==> src/rtl/router_pkt_sink_pkg.sv <==
// Shared definitions for the router packet sink: FSM encoding, header field layout and
// default timing constants.
package router_pkt_sink_pkg;

  typedef enum logic [2:0] {
    StIdle,
    StDly,
    StHdr,
    StBody,
    StDone
  } sink_state_e;

  localparam int unsigned LenMsb  = 7;
  localparam int unsigned LenLsb  = 2;
  localparam int unsigned AddrMsb = 1;
  localparam int unsigned AddrLsb = 0;

  localparam int unsigned DefaultStartDly = 2;
  localparam int unsigned DefaultTmo      = 32;

  function automatic logic [5:0] hdr_len(input logic [7:0] hdr);
    return hdr[LenMsb:LenLsb];
  endfunction

  function automatic logic [1:0] hdr_addr(input logic [7:0] hdr);
    return hdr[AddrMsb:AddrLsb];
  endfunction

endpackage

==> src/rtl/router_pkt_sink.sv <==
// Drains one router output port: waits START_DLY cycles, reads header then body + parity,
// reports completion, parity/address errors, or truncation on a stalled FIFO.
module router_pkt_sink
  import router_pkt_sink_pkg::*;
#(
  parameter logic [1:0]  PORT_ID   = 2'd0,
  parameter int unsigned START_DLY = DefaultStartDly,
  parameter int unsigned TMO       = DefaultTmo
) (
  input  logic        clock,
  input  logic        resetn,
  input  logic        vld_out,
  input  logic [7:0]  data_out,
  output logic        read_enb,
  output logic        pkt_done,
  output logic [1:0]  pkt_addr,
  output logic [5:0]  pkt_len,
  output logic        parity_err,
  output logic        addr_err,
  output logic        trunc_err,
  output logic [15:0] pkt_count,
  output logic        busy
);

  localparam logic [7:0]  DlyLast = 8'(START_DLY > 0 ? START_DLY - 1 : 0);
  localparam logic [15:0] TmoLast = 16'(TMO > 0 ? TMO - 1 : 0);

  sink_state_e state_q, state_d;
  logic [7:0]  dly_q, dly_d;
  logic [15:0] gap_q, gap_d;
  logic [6:0]  issued_q, issued_d;
  logic [6:0]  captured_q, captured_d;
  logic [6:0]  total_q, total_d;
  logic [7:0]  acc_q, acc_d;
  logic        rd_q, rd_d;
  logic [1:0]  pkt_addr_q, pkt_addr_d;
  logic [5:0]  pkt_len_q, pkt_len_d;
  logic        parity_err_q, parity_err_d;
  logic        addr_err_q, addr_err_d;
  logic        pkt_done_q, pkt_done_d;
  logic        trunc_err_q, trunc_err_d;
  logic [15:0] pkt_count_q, pkt_count_d;

  logic in_pkt;
  logic timeout;

  always_comb begin
    in_pkt   = (state_q == StHdr) || (state_q == StBody);
    read_enb = vld_out && in_pkt && (issued_q < total_q);
    timeout  = !vld_out && (gap_q >= TmoLast);

    state_d      = state_q;
    dly_d        = dly_q;
    gap_d        = gap_q;
    issued_d     = issued_q;
    captured_d   = captured_q;
    total_d      = total_q;
    acc_d        = acc_q;
    rd_d         = read_enb;
    pkt_addr_d   = pkt_addr_q;
    pkt_len_d    = pkt_len_q;
    parity_err_d = parity_err_q;
    addr_err_d   = addr_err_q;
    pkt_done_d   = 1'b0;
    trunc_err_d  = 1'b0;
    pkt_count_d  = pkt_count_q;

    if (in_pkt) begin
      issued_d = issued_q + {6'd0, read_enb};
      if (read_enb) begin
        gap_d = '0;
      end else if (!vld_out) begin
        gap_d = gap_q + 16'd1;
      end
    end

    unique case (state_q)
      StIdle: begin
        dly_d      = '0;
        gap_d      = '0;
        issued_d   = '0;
        captured_d = '0;
        total_d    = 7'd1;
        if (vld_out) state_d = StDly;
      end
      StDly: begin
        if (!vld_out) begin
          state_d = StIdle;
        end else if (dly_q >= DlyLast) begin
          state_d = StHdr;
        end else begin
          dly_d = dly_q + 8'd1;
        end
      end
      StHdr: begin
        // Read data lands the cycle after the strobe, so rd_q marks a valid byte.
        if (rd_q) begin
          pkt_addr_d = hdr_addr(data_out);
          pkt_len_d  = hdr_len(data_out);
          total_d    = {1'b0, hdr_len(data_out)} + 7'd2;
          acc_d      = data_out;
          captured_d = 7'd1;
          state_d    = StBody;
        end else if (timeout) begin
          state_d      = StIdle;
          trunc_err_d  = 1'b1;
          parity_err_d = 1'b0;
          addr_err_d   = 1'b0;
        end
      end
      StBody: begin
        if (rd_q) begin
          acc_d      = acc_q ^ data_out;
          captured_d = captured_q + 7'd1;
          if (captured_q + 7'd1 == total_q) begin
            state_d      = StDone;
            pkt_done_d   = 1'b1;
            parity_err_d = (acc_q ^ data_out) != 8'd0;
            addr_err_d   = pkt_addr_q != PORT_ID;
            pkt_count_d  = pkt_count_q + 16'd1;
          end
        end else if (timeout) begin
          state_d      = StIdle;
          trunc_err_d  = 1'b1;
          parity_err_d = 1'b0;
          addr_err_d   = 1'b0;
        end
      end
      StDone:  state_d = StIdle;
      default: state_d = StIdle;
    endcase
  end

  always_ff @(posedge clock or negedge resetn) begin
    if (!resetn) begin
      state_q      <= StIdle;
      dly_q        <= '0;
      gap_q        <= '0;
      issued_q     <= '0;
      captured_q   <= '0;
      total_q      <= '0;
      acc_q        <= '0;
      rd_q         <= 1'b0;
      pkt_addr_q   <= '0;
      pkt_len_q    <= '0;
      parity_err_q <= 1'b0;
      addr_err_q   <= 1'b0;
      pkt_done_q   <= 1'b0;
      trunc_err_q  <= 1'b0;
      pkt_count_q  <= '0;
    end else begin
      state_q      <= state_d;
      dly_q        <= dly_d;
      gap_q        <= gap_d;
      issued_q     <= issued_d;
      captured_q   <= captured_d;
      total_q      <= total_d;
      acc_q        <= acc_d;
      rd_q         <= rd_d;
      pkt_addr_q   <= pkt_addr_d;
      pkt_len_q    <= pkt_len_d;
      parity_err_q <= parity_err_d;
      addr_err_q   <= addr_err_d;
      pkt_done_q   <= pkt_done_d;
      trunc_err_q  <= trunc_err_d;
      pkt_count_q  <= pkt_count_d;
    end
  end

  assign pkt_done   = pkt_done_q;
  assign pkt_addr   = pkt_addr_q;
  assign pkt_len    = pkt_len_q;
  assign parity_err = parity_err_q;
  assign addr_err   = addr_err_q;
  assign trunc_err  = trunc_err_q;
  assign pkt_count  = pkt_count_q;
  assign busy       = (state_q != StIdle);

endmodule
==> config.mk <==
export PLATFORM = sky130hd
export DESIGN_NAME = router_pkt_sink
export DESIGN_NICKNAME = d
export VERILOG_FILES = /design/src/rtl/router_pkt_sink_pkg.sv /design/src/rtl/router_pkt_sink.sv
export SDC_FILE = /design/constraint.sdc
export NUM_CORES = 1
export LEC_CHECK = 0
export ABC_AREA = 1
export CAP_MARGIN = 5
export CORE_AREA = 2 2 95 97
export CTS_CLUSTER_DIAMETER = 100
export DETAILED_ROUTE_END_ITERATION = 8
export DIE_AREA = 0 0 97 99
export PLACE_DENSITY = 0.81
export SETUP_SLACK_MARGIN = 0.2
export SKIP_LAST_GASP = 1
export SYNTH_ARGS = -nofsm -noshare
export SYNTH_HDL_FRONTEND = slang
export SYNTH_SLANG_ARGS = --single-unit
==> constraint.sdc <==
create_clock -name clock -period 5.5 [get_ports clock]
set_input_delay 0.825 -clock clock [delete_from_list [all_inputs] [get_ports clock]]
set_output_delay 0.825 -clock clock [all_outputs]
set_load 0.02 [all_outputs]
==> run metrics, run 1 <==
Unique masters post-synth 37; initial drt markers 259; Syn Inst Count around 620; CTS tree done; post-CTS sizing 0; largest cells by area after synthesis dfrtp_1 (44%), nand2_1 (14%), inv_1 (5.7%), nand3_1 (5.6%), ha_1 (3.9%); placed insts ~760; filler cell count in the final layout 722; fin crit period between 3 and 4 ns; status finished clean; sequential share of the synthesized area around 44%; register bit total from synthesis 85; final setup TNS 0 ns; drt pass-1 iters 6; CTS buffer count 9; Vias/cell 5.44; CTS Root Cell clkbuf_8; Post-synth ARST share 100%; dpl hpwl roughly 8000 µm; Synth Warn # 0; Remaining DRCs 0; Die Y between 90 and 100 µm; peak fanout along the critical path 6; # clock sinks 85; Final Cycle Share about three fifths; routed length on met1 4850 µm; clock slew at reported path FFs 0.09 ns; via count ~4,200; Setup WS post-layout 2.18 ns; met2 wire length ~5400 µm; remaining antenna violation count 0; reg2reg path depth 13; largest net degree at the start of global routing 58; Max transition margin between 20% and 30%; die width approximately 97 µm; floorplan row count 34; CP endpoint kind primary output; final net count about 690; total power 2.09 mW; ant diodes 0; syn_area_per_cell 7.74 µm²; RSZ-0062 raised after global routing no; FMAX around 300 MHz; dominant cell type by area after synthesis dfrtp_1; CP required 4.68 ns; r2r setup slk approximately 2.9 ns; I/O pins 41; pins over their slew limit 0; I/O Buffers 40; GR Overflow Total 0; Top FF cell, synth dfrtp_1; Reg-to-Reg Start issued_q[2]$_DFFE_PN0P_; hold-fix buffers at CTS 0; detailed-route wire length 11,000 µm; share of the synthesized area in the top cell type roughly 44%; initial antenna violation count 0; DR top layer met4; Mapped Area around 4800 µm²; Final Wtd Congestion about 0.94; number of global-route vias before repair 4,190; Initial Util a little under three fifths; clock skew ~0.014 ns; hold crit path type primary input to async pin; Setup crit start kind primary input; fin area approximately 5500 µm²; count leader, synth nand2_1; placed inst area roughly 5300 µm²; Core Area ~8600 µm²; Post-Syn Nets 649; critical path arrival 2.49 ns; max-cap violations 0; Post-synth top cells nand2_1 (184), dfrtp_1 (85), inv_1 (73), nand3_1 (54), nor2_1 (49); H-tree levels 3; final cell count without fillers just under 800; worst slack at placement between 2 and 2.5 ns; worst vdd ir 0.275 mV; CTS max path bufs 2; die area 9600 µm²; Setup Fix Bufs, Post-CTS 0; reg-to-reg endpoint issued_q[6]$_DFFE_PN0P_; GRT Total Usage 23.9%; worst skew pair latency about 0.36 ns; Crit Path Category primary input to primary output; PD cells between 300 and 400 nW/µm²; setup violators final 0; P_leak approximately 2.6 nW; number of synthesized flops with an enable pin 0; final hold vios 0; met3 routed WL 515 µm; Layout area overhead 14.6%; Worst Tran Pin Value approximately 1.2 ns; layout cells sized above 1 5.95%; DR WL/cell between 10 and 15 µm; first-pass GRT wire length about 19,000 µm
[power breakdown]
| group | total [mW] | internal (mW) | switching, mW |
|---|---|---|---|
| clock | 0.500 | 0.269 | 0.231 |
| sequential | 0.831 | 0.734 | 0.0966 |
| combinational | 0.761 | 0.269 | 0.493 |
| total | 2.09 | 1.27 | 0.821 |
[logic make-up (layout without fill, tap and decap cells)]
family | after synthesis | in the layout | synth area share (%)
AOI/OAI and AO/OA | 62 | 62 | 7.21
xor gates and xnor gates | 36 | 36 | 6.54
adders and majority gates | 15 | 15 | 3.89
DFF | 85 | 85 | 44.1
and+or+nand+nor | 339 | 339 | 30.9
buffers and inverters | 86 | 135 | 7.37
[sequential cells by signal, summed over array words and instances (netlist names)]
signal and flops:
gap_q 16, captured_q 7, dly_q 8, addr_err 1
pkt_done 1, state_q 3, rd_q 1, pkt_addr 2
parity_err 1, total_q 7, pkt_len 6, issued_q 7
pkt_count 16, acc_q 8, trunc_err 1
[through the flow]
step | hold WS (ns) | util [%]
after global placement | 0.468 | 62.0
final | 0.371 | 64.6
after floorplan | 0.468 | -
after CTS | 0.381 | 64.6
after global routing | 0.392 | 64.6
after detailed placement | 0.474 | 62.0
[critical path, stage by stage]
cell	delay [ns]
clkdlybuf4s50_1	0.56
nand4_1	0.25
inv_1	0.23
clkdlybuf4s50_1	0.63
[how the worst max path moves through the flow]
stage / slack [ns] / endpoint / from / cells past startpoint
finish: 2.18 / read_enb / vld_out / 4
global route: 2.05 / read_enb / issued_q[2]$_DFFE_PN0P_ / 7
CTS: 2.19 / read_enb / issued_q[2]$_DFFE_PN0P_ / 7
detailed placement: 2.20 / read_enb / vld_out / 4
global placement: 2.24 / read_enb / vld_out / 4
floorplan: 3.18 / issued_q[6]$_DFFE_PN0P_ / issued_q[2]$_DFFE_PN0P_ / 13
[cell usage in the layout (no fill, tap or decap), types with 2 or more instances in the layout]
| master | netlist | final |
|---|---|---|
| nor2_4 | 3 | 3 |
| xor2_1 | 19 | 19 |
| o21ai_0 | 33 | 33 |
| nand2_1 | 184 | 184 |
| nand3_1 | 54 | 54 |
| clkinvlp_4 | 0 | 2 |
| o21bai_1 | 2 | 2 |
| ha_1 | 15 | 15 |
| clkbuf_8 | 0 | 10 |
| nand3_2 | 2 | 2 |
| buf_4 | 2 | 2 |
| o21ai_2 | 4 | 4 |
| nor2_2 | 3 | 3 |
| nor2_1 | 49 | 49 |
| o211ai_1 | 2 | 2 |
| nand4_1 | 14 | 14 |
| clkinv_1 | 2 | 2 |
| dfrtp_1 | 85 | 85 |
| xnor2_1 | 17 | 17 |
| nor3_1 | 17 | 17 |
| bufinv_16 | 0 | 2 |
| inv_2 | 2 | 2 |
| clkdlybuf4s50_1 | 0 | 39 |
| nor4_1 | 2 | 2 |
| o22ai_1 | 5 | 5 |
| nand2_2 | 6 | 6 |
| o21ai_1 | 5 | 5 |
| a21oi_1 | 9 | 9 |
| inv_1 | 73 | 73 |
[final cells by class]
class / instances / area [µm²] / area share (%)
Clock buffer: 11 / 141 / 2.56
Clock inverter: 5 / 83.8 / 1.52
Inverter: 78 / 295 / 5.34
Multi-Input combinational cell: 452 / 2340 / 42.3
Sequential cell: 85 / 2130 / 38.5
Tap cell: 108 / 135 / 2.45
Timing Repair Buffer: 41 / 405 / 7.34
[layer usage]
metal / global-route usage [%] / vias to the layer above
met5: 0 / -
met4: 8.88 / 0
met3: 4.04 / 18
met2: 40.3 / 110
met1: 31.3 / 2033
li1: - / 2084
(Power assumes the default switching activity.)
==> inputs of run 2 (changes only) <==
- clock period: 5.5 -> 3.4 ns (I/O delays scaled with it)
==> run metrics, run 2 (same netlist as run 1, synthesis figures left out) <==
status finished clean; die width 97 µm; filler cell count in the final layout 685; H-tree levels 3; worst slack at placement 0.714 ns; CTS max path bufs 2; drt pass-1 iters 6; number of global-route vias before repair between 4,000 and 5,000; # clock sinks between 80 and 90; CP endpoint kind primary output; Switch Pwr approximately 1.3 mW; Worst Tran Pin Value between 1 and 1.5 ns; hold-fix buffers at CTS 0; die area a little under 10,000 µm²; Most Used Layer, Global Route met2; Core Area between 8000 and 9000 µm²; pins over their slew limit 0; layout cells sized above 1 6.08%; post-CTS sizing 0; sw frac a little under two fifths; routing usage on met3 roughly 4.9%; Die Y slightly below 100 µm; initial antenna violation count 0; detailed-route wire length ~11,000 µm; met2 Track Usage GR between 30% and 40%; GRT Total Usage 23.7%; Int Power about 2.1 mW; P_leak between 2 and 3 nW; final setup TNS 0 ns; FMAX 333 MHz; Max transition margin ~28%; Crit Path Category flop to primary output; floorplan row count 34; first-pass GRT wire length between 15,000 and 20,000 µm; GR Overflow Total 0; Setup crit start kind flop; CTS buffer count 9; CTS Root Cell clkbuf_8; most frequent cells in the layout nand2_1 (184), dfrtp_1 (85), inv_1 (73), nand3_1 (54), nor2_1 (49); via count around 4,200; clock skew between 0.01 and 0.015 ns; Comb power frac between 30% and 40%; initial drt markers about 320; CP required between 2 and 3 ns; worst skew pair latency 0.37 ns; PD cells between 600 and 700 nW/µm²; Seq pwr share approximately two fifths; Final Cycle Share 88.2%; DR WL/cell between 10 and 15 µm; critical path arrival roughly 2.5 ns; routing usage on met1 slightly above 30%; Final Wtd Congestion approximately 0.96; commonest non-fill, non-tap cell in the layout nand2_1; fin crit period 3.00 ns; max-cap violations 0; worst vdd ir between 0.4 and 0.5 mV; final hold vios 0; I/O pins 41; Clk network pwr share between 20% and 30%; Setup Fix Bufs, Post-CTS 0; RSZ-0062 raised after global routing no; clock slew at reported path FFs 0.08 ns; Setup WS post-layout about 0.40 ns; Remaining DRCs 0; largest net degree at the start of global routing 86; dpl hpwl between 7000 and 8000 µm; remaining antenna violation count 0; peak fanout along the critical path 6; hold crit path type primary input to async pin; Core Util, Final between 60% and 70%; CTS tree done; Vias/cell 5.40; Initial Util between 50% and 60%; ant diodes 0; I/O Buffers 40; setup violators final 0; Layout area overhead 15.3%; final net count between 600 and 700
==> run 2: cell count changes in the layout (fill, tap and decap cells not counted) <==
| cell | change |
|---|---|
| clkinv_4 | -1 |
| clkinv_2 | +1 |
| bufinv_16 | +1 |
| clkbuf_1 | +1 |
| clkinvlp_4 | -2 |
| buf_4 | +2 |
==> run 2: worst max-delay path, stage by stage, from the launching register on <==
cell and delay [ns]:
dfrtp_1 0.39, inv_1 0.10, ha_1 0.25, a21oi_1 0.18
o21a_1 0.15, nand4_1 0.22, inv_1 0.22, clkdlybuf4s50_1 0.63
==> run 2: power by group through the flow <==
| stage | Clock, mW | Combinational [mW] | Sequential [mW] |
|---|---|---|---|
| final | 0.872 | 1.24 | 1.34 |
| after global routing | 0.921 | 1.38 | 1.37 |
| after CTS | 0.884 | 1.24 | 1.34 |
| after detailed placement | 0 | 1.23 | 1.36 |
| after global placement | 0 | 1.20 | 1.35 |
| after floorplan | 0 | 0.758 | 1.41 |
==> run 2: stage by stage <==
| step | std cells | power, mW | hold WS, ns | cell area (µm²) |
|---|---|---|---|---|
| after floorplan | 623 | 2.16 | 0.214 | 4820 |
| after global placement | 766 | 2.55 | 0.469 | 5320 |
| after detailed placement | 766 | 2.59 | 0.470 | 5320 |
| after CTS | 782 | 3.47 | 0.380 | 5560 |
| after global routing | 782 | 3.66 | 0.431 | 5560 |
| final | 782 | 3.45 | 0.315 | 5560 |
==> run 2: worst paths after layout <==
kind	to	cells after the start	from	slack [ns]
worst max-delay path	read_enb	7	total_q[6]$_DFFE_PN0P_	0.40
worst min-delay path	gap_q[2]$_DFFE_PN0P_	1	resetn	0.32
worst max register to register	issued_q[6]$_DFFE_PN0P_	13	total_q[6]$_DFFE_PN0P_	0.85
worst min register to register	pkt_len[1]$_DFFE_PN0P_	2	pkt_len[1]$_DFFE_PN0P_	0.49
max in group asynchronous	pkt_count[0]$_DFFE_PN0P_	1	resetn	2.37
min in group clock	pkt_len[1]$_DFFE_PN0P_	2	pkt_len[1]$_DFFE_PN0P_	0.49
==> run 2: layout make-up <==
type                            instances  area, µm²  share of cell area, %
Sequential cell                        85       2130                   38.3
Clock inverter                          4       95.1                   1.71
Tap cell                              108        135                   2.43
Multi-Input combinational cell        452       2340                   42.1
Timing Repair Buffer                   43        420                   7.57
Inverter                               78        295                   5.31
Clock buffer                           12        145                   2.61
==> run 2: routing by layer <==
metal,routed length [µm],vias up,share of wire (%)
li1,-,2096,-
met1,4860,1988,45
met2,5350,115,49
met3,443,25,4.1
met4,206,0,1.9
met5,0,-,0
